<file path="src/rtl/reset_sequencer.sv">
// Staged reset release for the target clock domain: hold, then release
// each downstream reset in index order with optional ready handshakes.
module reset_sequencer #(
    parameter int NUM_STAGES = 4,
    parameter int HOLD_CYCLES = 8,
    parameter int STAGE_DELAY = 4,
    parameter int ACK_TIMEOUT = 64,
    parameter logic [NUM_STAGES-1:0] ACK_MASK = '0
) (
    input  logic                          target_clk,
    input  logic                          target_rst_n,
    input  logic                          sw_rst_req,
    input  logic [NUM_STAGES-1:0]         stage_ack,
    output logic [NUM_STAGES-1:0]         stage_rst_n,
    output logic                          seq_busy,
    output logic                          seq_done,
    output logic                          seq_fault,
    output logic [$clog2(NUM_STAGES)-1:0] fault_stage
);

    localparam int IDX_W = $clog2(NUM_STAGES);
    localparam int MAX_HD =
        (HOLD_CYCLES > STAGE_DELAY) ? HOLD_CYCLES : STAGE_DELAY;
    localparam int MAX_C =
        (MAX_HD > ACK_TIMEOUT) ? MAX_HD : ACK_TIMEOUT;
    localparam int CNT_W = $clog2(MAX_C) + 1;

    localparam logic [CNT_W-1:0] HOLD_T = CNT_W'(HOLD_CYCLES - 1);
    localparam logic [CNT_W-1:0] DLY_T = CNT_W'(STAGE_DELAY - 1);
    localparam logic [CNT_W-1:0] ACK_T = CNT_W'(ACK_TIMEOUT - 1);
    localparam logic [IDX_W-1:0] LAST = IDX_W'(NUM_STAGES - 1);

    typedef enum logic [2:0] {
        HOLD,
        RELEASE,
        WAIT_ACK,
        DELAY,
        DONE,
        FAULT
    } state_t;

    state_t           state;
    logic [CNT_W-1:0] cnt;
    logic [IDX_W-1:0] idx;

    assign seq_busy = (state == HOLD) || (state == RELEASE) ||
                      (state == WAIT_ACK) || (state == DELAY);
    assign seq_done = (state == DONE);

    always_ff @(posedge target_clk or negedge target_rst_n) begin
        if (!target_rst_n) begin
            state       <= HOLD;
            cnt         <= '0;
            idx         <= '0;
            stage_rst_n <= '0;
            seq_fault   <= 1'b0;
            fault_stage <= '0;
        end else if (sw_rst_req) begin
            // Restart wins over any ack or terminal count this edge
            state       <= HOLD;
            cnt         <= '0;
            idx         <= '0;
            stage_rst_n <= '0;
            seq_fault   <= 1'b0;
            fault_stage <= '0;
        end else begin
            unique case (state)
                HOLD: begin
                    if (cnt == HOLD_T) begin
                        state <= RELEASE;
                        cnt   <= '0;
                        idx   <= '0;
                    end else begin
                        cnt <= cnt + CNT_W'(1);
                    end
                end
                RELEASE: begin
                    stage_rst_n[idx] <= 1'b1;
                    cnt              <= '0;
                    state <= ACK_MASK[idx] ? WAIT_ACK : DELAY;
                end
                WAIT_ACK: begin
                    if (stage_ack[idx]) begin
                        state <= DELAY;
                        cnt   <= '0;
                    end else if (cnt == ACK_T) begin
                        state       <= FAULT;
                        cnt         <= '0;
                        stage_rst_n <= '0;
                        seq_fault   <= 1'b1;
                        fault_stage <= idx;
                    end else begin
                        cnt <= cnt + CNT_W'(1);
                    end
                end
                DELAY: begin
                    if (cnt == DLY_T) begin
                        cnt <= '0;
                        if (idx == LAST) begin
                            state <= DONE;
                        end else begin
                            idx   <= idx + IDX_W'(1);
                            state <= RELEASE;
                        end
                    end else begin
                        cnt <= cnt + CNT_W'(1);
                    end
                end
                DONE: begin
                    state <= DONE;
                end
                FAULT: begin
                    state <= FAULT;
                end
                default: begin
                    state <= HOLD;
                    cnt   <= '0;
                end
            endcase
        end
    end

endmodule

</file>
<file path="config.mk">
export PLATFORM = sky130hd
export DESIGN_NAME = reset_sequencer
export DESIGN_NICKNAME = d
export VERILOG_FILES = /design/src/rtl/reset_sequencer.sv
export SDC_FILE = /design/constraint.sdc
export NUM_CORES = 1
export LEC_CHECK = 0
export BUFFER_PORTS_ARGS = -buffer_cell sky130_fd_sc_hd__buf_2
export CORE_ASPECT_RATIO = 0.7
export CORE_UTILIZATION = 45
export DETAILED_ROUTE_END_ITERATION = 10
export SKIP_LAST_GASP = 1
export SYNTH_ARGS = -nofsm -noshare
export SYNTH_HDL_FRONTEND = slang
export SYNTH_SLANG_ARGS = --single-unit
</file>
<file path="constraint.sdc">
create_clock -name target_clk -period 2.12 [get_ports target_clk]
set_input_delay 0.318 -clock target_clk [delete_from_list [all_inputs] [get_ports target_clk]]
set_output_delay 0.318 -clock target_clk [all_outputs]
set_load 0.05 [all_outputs]
</file>
==> results of run 1 <==
[stage by stage]
step	utilization (%)	setup WS, ns	power [mW]	cell area (sq um)	std cells
floorplan	-	0.2667	0.7344	1152	127
global placement	54.89	0.2404	0.8140	1250	169
detailed placement	54.89	0.1788	0.8178	1250	169
CTS	56.48	0.1512	1.007	1286	174
global route	56.48	0.008059	1.087	1286	174
finish	56.48	0.1584	1.008	1286	174
[sequential cells by signal, indices dropped and copies added (netlist names)]
signal       cells
idx              2
fault_stage      2
seq_fault        1
cnt              7
stage_rst_n      4
state            3
[final cells by class]
type,count,share of cell area [%]
Tap cell,32,3.113
Clock buffer,4,2.043
Multi-Input combinational cell,97,49.22
Inverter,5,1.459
Sequential cell,19,36.97
Timing Repair Buffer,17,7.198
[cell families (layout without fill, tap and decap cells)]
| kind of cell | count (synthesis) | count (layout) |
|---|---|---|
| buf+inv | 11 | 26 |
| xor+xnor | 3 | 3 |
| fa+ha+maj | 5 | 5 |
| mux | 4 | 4 |
| compound gates | 24 | 24 |
| flops | 19 | 19 |
| simple gates | 61 | 61 |
[worst max-delay path: stages, from the launching register on]
cell	delay, ns
dfrtp_1	0.49
mux4_2	0.61
nor4_4	0.45
mux2i_1	0.25
nor2_1	0.06
[synthesized netlist by cell type (all sizes together) (2+ instances only)]
master and number:
o211ai 2, xnor2 3, inv 5, a211o 5, mux2i 3, ha 5
o2111ai 2, buf 2, nand2 14, or2 2, dfrtp 19, nor4 2
nand3 4, nor2b 3, and4 2, a21oi 6, nor3 11, clkbuf 4
nand2b 6, o21ai 5, nor2 13
[per-layer routing]
metal / global-route usage, % / share of wire (%) / vias to the layer above
met4: 4.186 / 0.41 / 0
met5: 0 / 0 / -
met2: 33.91 / 42 / 32
met1: 32.73 / 53 / 457
li1: - / - / 483
met3: 5.412 / 4.7 / 2
[power breakdown]
group / internal, mW / switching, mW
logic: 0.128 / 0.218
clock network: 0.0733 / 0.115
registers: 0.403 / 0.0716
[worst min-delay path by stage]
stage / depth (start not counted) / end / slack [ns] / startpoint
after global routing: 2 / fault_stage[1] / 0.38 / sw_rst_req
final: 2 / idx[0] / 0.39 / sw_rst_req
after floorplan: 0 / cnt[0] / 0.02 / target_rst_n
after global placement: 1 / cnt[2] / 0.28 / target_rst_n
after CTS: 2 / idx[0] / 0.38 / sw_rst_req
after detailed placement: 1 / cnt[5] / 0.28 / target_rst_n
[repair_timing]
| item | 4_1_cts | 5_1_grt |
|---|---|---|
| endpoints found under the hold margin | 19 | 0 |
| resized for setup | 0 | 0 |
| endpoints found under the setup margin | 0 | 0 |
| hold buffers | 1 | 0 |
==> flow_summary.ini, run 1 <==
[synthesis]
synth_edf_count = 0
ys.flop_type = dfrtp_1
synth_top_area_cell = dfrtp_1
synth-seq-cells = 19
yosysWarnings = 0
ys_seq_area_share_pct = 41.26
synth_top_area_share_pct = 41.26
netlist_top_cells_area = dfrtp_1 41%, ha_1 5.4%, nand2_1 4.6%
synth.distinct_cells = 34
yosys.area_share.simple_pct = 28.01
synth_nets = 139
synth-compound-area-share_pct = 14.66
synthMuxAreaShare_pct = 4.560
synth_area_sq_um = 1152
synth_xor_area_share_pct = 2.280
syn_area_per_cell_sq_um = 9.074
synth-async-reset-ratio_pct = 100.0
synth_cells = 127
synthAdderAreaFrac_pct = 5.429
synth_top_family_by_area = simple AND/OR/NAND/NOR gates

[setup_path]
critPathCapture = fault_stage[0]
r2r-start = idx[0]
worstPathMaxFanout = 7
end_kind = flop
reg2reg_depth = 4
worstSetupStartpoint = idx[0]
cp-start-kind = flop
setup.worst_path.class = flop to flop
reg2reg_slack_ns = 0.16
worstPathArrival_ns = 2.14
rr_endpoint = fault_stage[0]
critPathRequiredTime_ns = 2.30

[floorplanning]
start_util_pct = 50.60
core-area_sq_um = 2277
die_height_um = 44.34
rows = 14
io_pins = 16
die-area_sq_um = 2771
fp.dieW_um = 62.49

[outcome]
status = finished clean

[finish]
drive_above_1_share_pct = 17.61
multi_input_area_sq_um = 633.1
fin_nets = 155
layout_commonest_cell = dfrtp_1
nFillCells = 213
final-seq-area_sq_um = 475.5
syn_to_final_growth_pct = 11.62
diodes = 0
final_cell_mix = 19 x dfrtp_1, 15 x buf_2, 14 x nand2_1, 13 x nor2_1, 10 x nor3_1

[sta]
relSlewSlack_pct = 66.43
rsz0062_at_grt = false
fin_skew_ns = 0.01204
finalSetupViolCount = 0
tightest_slew_ns = 0.5017
fin_tns_setup_ns = 0
fmax_mhz = 509.8
drv_slew = 0
layout_min_cycle_time_ns = 1.962
finalHoldViolCount = 0
min_period_over_period_pct = 92.53
hold-worst-slack_ns = 0.3923

[clocking]
clock_latency_ns = 0.30
clk_pin_slew_ns = 0.10
clock-root-buffer = clkbuf_4
tritoncts = yes
numCtsBuffers = 3
cts_buffer_depth = 2
post-cts-setup-buffers = 0
cts_max_level = 1
cts_sinks = 19

[routing]
drc = 0
wl_per_cell_um = 15.33
vias_per_cell = 5.598
wl_um = 2668
vias = 974
drtIter0Drc = 46
dr.pass1.iters = 4
drtAntennaViolNets = 0

[worst_hold_path]
hold_class = input port to flop

[pwr]
ir_drop_uv = 346.6
power_leakage_nw = 0.5767
power_density_nw_per_um2 = 783.6

[global_route]
grt-ovfl-total = 0
grt_pass1_wl_um = 4595
grt_antenna_before_repair = 0
grt_usage_pct = 22.31
grt_max_degree = 20
grt_pass1_vias = 940

[place]
io_buffer_count = 15
hpwlAfterDp_um = 1922
globalplace.congestion = 0.8262

[flow_run]
drv_cap = 0
(Power assumes the default switching activity.)
==> run 2, diff against run 1 <==
Clock period 2.12 ns to 2.27 ns, I/O delays scaled along.
==> run 2 against run 1 <==
Worst setup slack improved by 0.12 ns. Cell count unchanged. Sequential share of layout area about the same. Routed wire length decreased by 3.6%. Clock-buffer cell count decreased by 1. Clock skew grew 0.014 ns. Critical path depth did not move. Hold slack lost 0.0015 ns. Combinational power shrank 5%. Critical path type unchanged. Critical endpoint is now fault_stage[1]. Largest cell class unchanged. Highest routed layer is now met3.
==> flow_summary.ini, run 2 (synthesis gave the netlist of run 1 again) <==
[setup_path]
max_stage_delay_ns = 0.61
end_kind = flop
setup.worst_path.class = flop to flop
worstPathMaxFanout = 7
worstPathArrival_ns = 2.16
critPathRequiredTime_ns = 2.44
r2r-start = idx[0]
worstSetupStartpoint = idx[0]
crit_path_cell_trace = mux4_2 > nor4_4 > mux2i_1 > nor2_1
cp-start-kind = flop
slowest_stage = mux4_2

[floorplanning]
rows = 14
die_height_um = 44.34
start_util_pct = 50.60
io_pins = 16
core-area_sq_um = 2277
die-area_sq_um = 2771
fp.dieW_um = 62.49

[flow_run]
drv_cap = 0

[global_route]
grt_max_degree = 20
use_met3_pct = 5.670
grt_usage_pct = 20.49
grt-busiest-layer = met2
grt_pass1_wl_um = 4250
grt_antenna_before_repair = 0
use_met2_pct = 31.30
grt_pass1_vias = 884
grt-ovfl-total = 0
use_met1_pct = 30.38

[pwr]
power_leakage_nw = 0.5794
ir_drop_uv = 338.7
finalPower_uw = 943.1
power_density_nw_per_um2 = 732.5

[routing]
wl_per_cell_um = 14.78
vias_per_cell = 5.598
drc = 0
dr.pass1.iters = 4
drtAntennaViolNets = 0
vias = 974
wl_um = 2571
drtIter0Drc = 59

[sta]
min_period_over_period_pct = 87.55
relSlewSlack_pct = 64.56
drv_slew = 0
rsz0062_at_grt = false
layout_min_cycle_time_ns = 1.987
tightest_slew_ns = 0.5297
fin_skew_ns = 0.02613
hold-worst-slack_ns = 0.3907
fmax_mhz = 503.2
fin_tns_setup_ns = 0
finalHoldViolCount = 0
finalSetupViolCount = 0

[outcome]
status = finished clean

[finish]
largest_register_ffs = 7
nFillCells = 225
top_regs = cnt x7, stage_rst_n x4, state x3
stdcell_area_sq_um = 1287
final_cell_mix = 19 x dfrtp_1, 15 x buf_2, 14 x nand2_1, 13 x nor2_1, 10 x nor3_1
syn_to_final_growth_pct = 11.73
diodes = 0
layout_commonest_cell = dfrtp_1
drive_above_1_share_pct = 18.31
fin_nets = 155
finalNonFillerCells = 174
top_register = cnt

[clocking]
cts_resized = 0
postCtsHoldBufs = 1
clock_latency_ns = 0.31
cts_sinks = 19
clk_pin_slew_ns = 0.13
post-cts-setup-buffers = 0
cts_buffer_depth = 2
clock-root-buffer = clkbuf_4
numCtsBuffers = 3
tritoncts = yes
cts_max_level = 1

[place]
placedCellCount = 169
hpwlAfterDp_um = 1892
globalplace.congestion = 0.8376
place_area_sq_um = 1250
io_buffer_count = 15

[worst_hold_path]
hold_class = input port to flop
hold_start = sw_rst_req
[run 2: cell types whose count changed in the layout (fill, tap and decap cells not counted)]
cell and delta:
clkinv_2 +1, clkbuf_1 -1
[run 2: report_power, final]
part	switching (mW)	internal, mW	leakage (nW)
Combinational	0.206	0.121	0.300
Sequential	0.0652	0.376	0.261
Clock	0.109	0.0657	0.0177
[run 2: final timing paths]
| kind | to | slack (ns) | cells after the start |
|---|---|---|---|
| max | fault_stage[1] | 0.28 | 4 |
| min | fault_stage[0] | 0.39 | 2 |
| max reg2reg | fault_stage[1] | 0.28 | 4 |
| min reg2reg | seq_fault | 0.51 | 2 |
| max in group asynchronous | cnt[1] | 1.44 | 2 |
| min in group asynchronous | cnt[6] | 0.49 | 2 |
[run 2: final cells by class]
type / instances / area (sq um) / area share (%)
clock inverters: 1 / 5.005 / 0.3887
inverters: 5 / 18.77 / 1.458
repair buffers: 17 / 92.59 / 7.191
flip-flops and latches: 19 / 475.5 / 36.93
clock buffers: 3 / 22.52 / 1.749
multi-input cells: 97 / 633.1 / 49.17
well taps: 32 / 40.04 / 3.110
[run 2: critical path: cells and delay by family (launching register included)]
| family | cells | cell delay, ns |
|---|---|---|
| muxes | 2 | 0.85 |
| and+or+nand+nor | 2 | 0.53 |
| DFF | 1 | 0.49 |
[run 2: routing by layer]
metal	wire length, um	share of wire (%)
met5	0	0
met4	0	0
met3	130	5.1
met2	1037	40
met1	1403	55
[run 2: stage by stage]
stage | utilization (%) | setup slack [ns]
3_5_place_dp | 54.89 | 0.2885
4_1_cts | 56.54 | 0.2744
3_3_place_gp | 54.89 | 0.3522
6_report | 56.54 | 0.2825
2_1_floorplan | - | 0.3942
5_1_grt | 56.54 | 0.1475
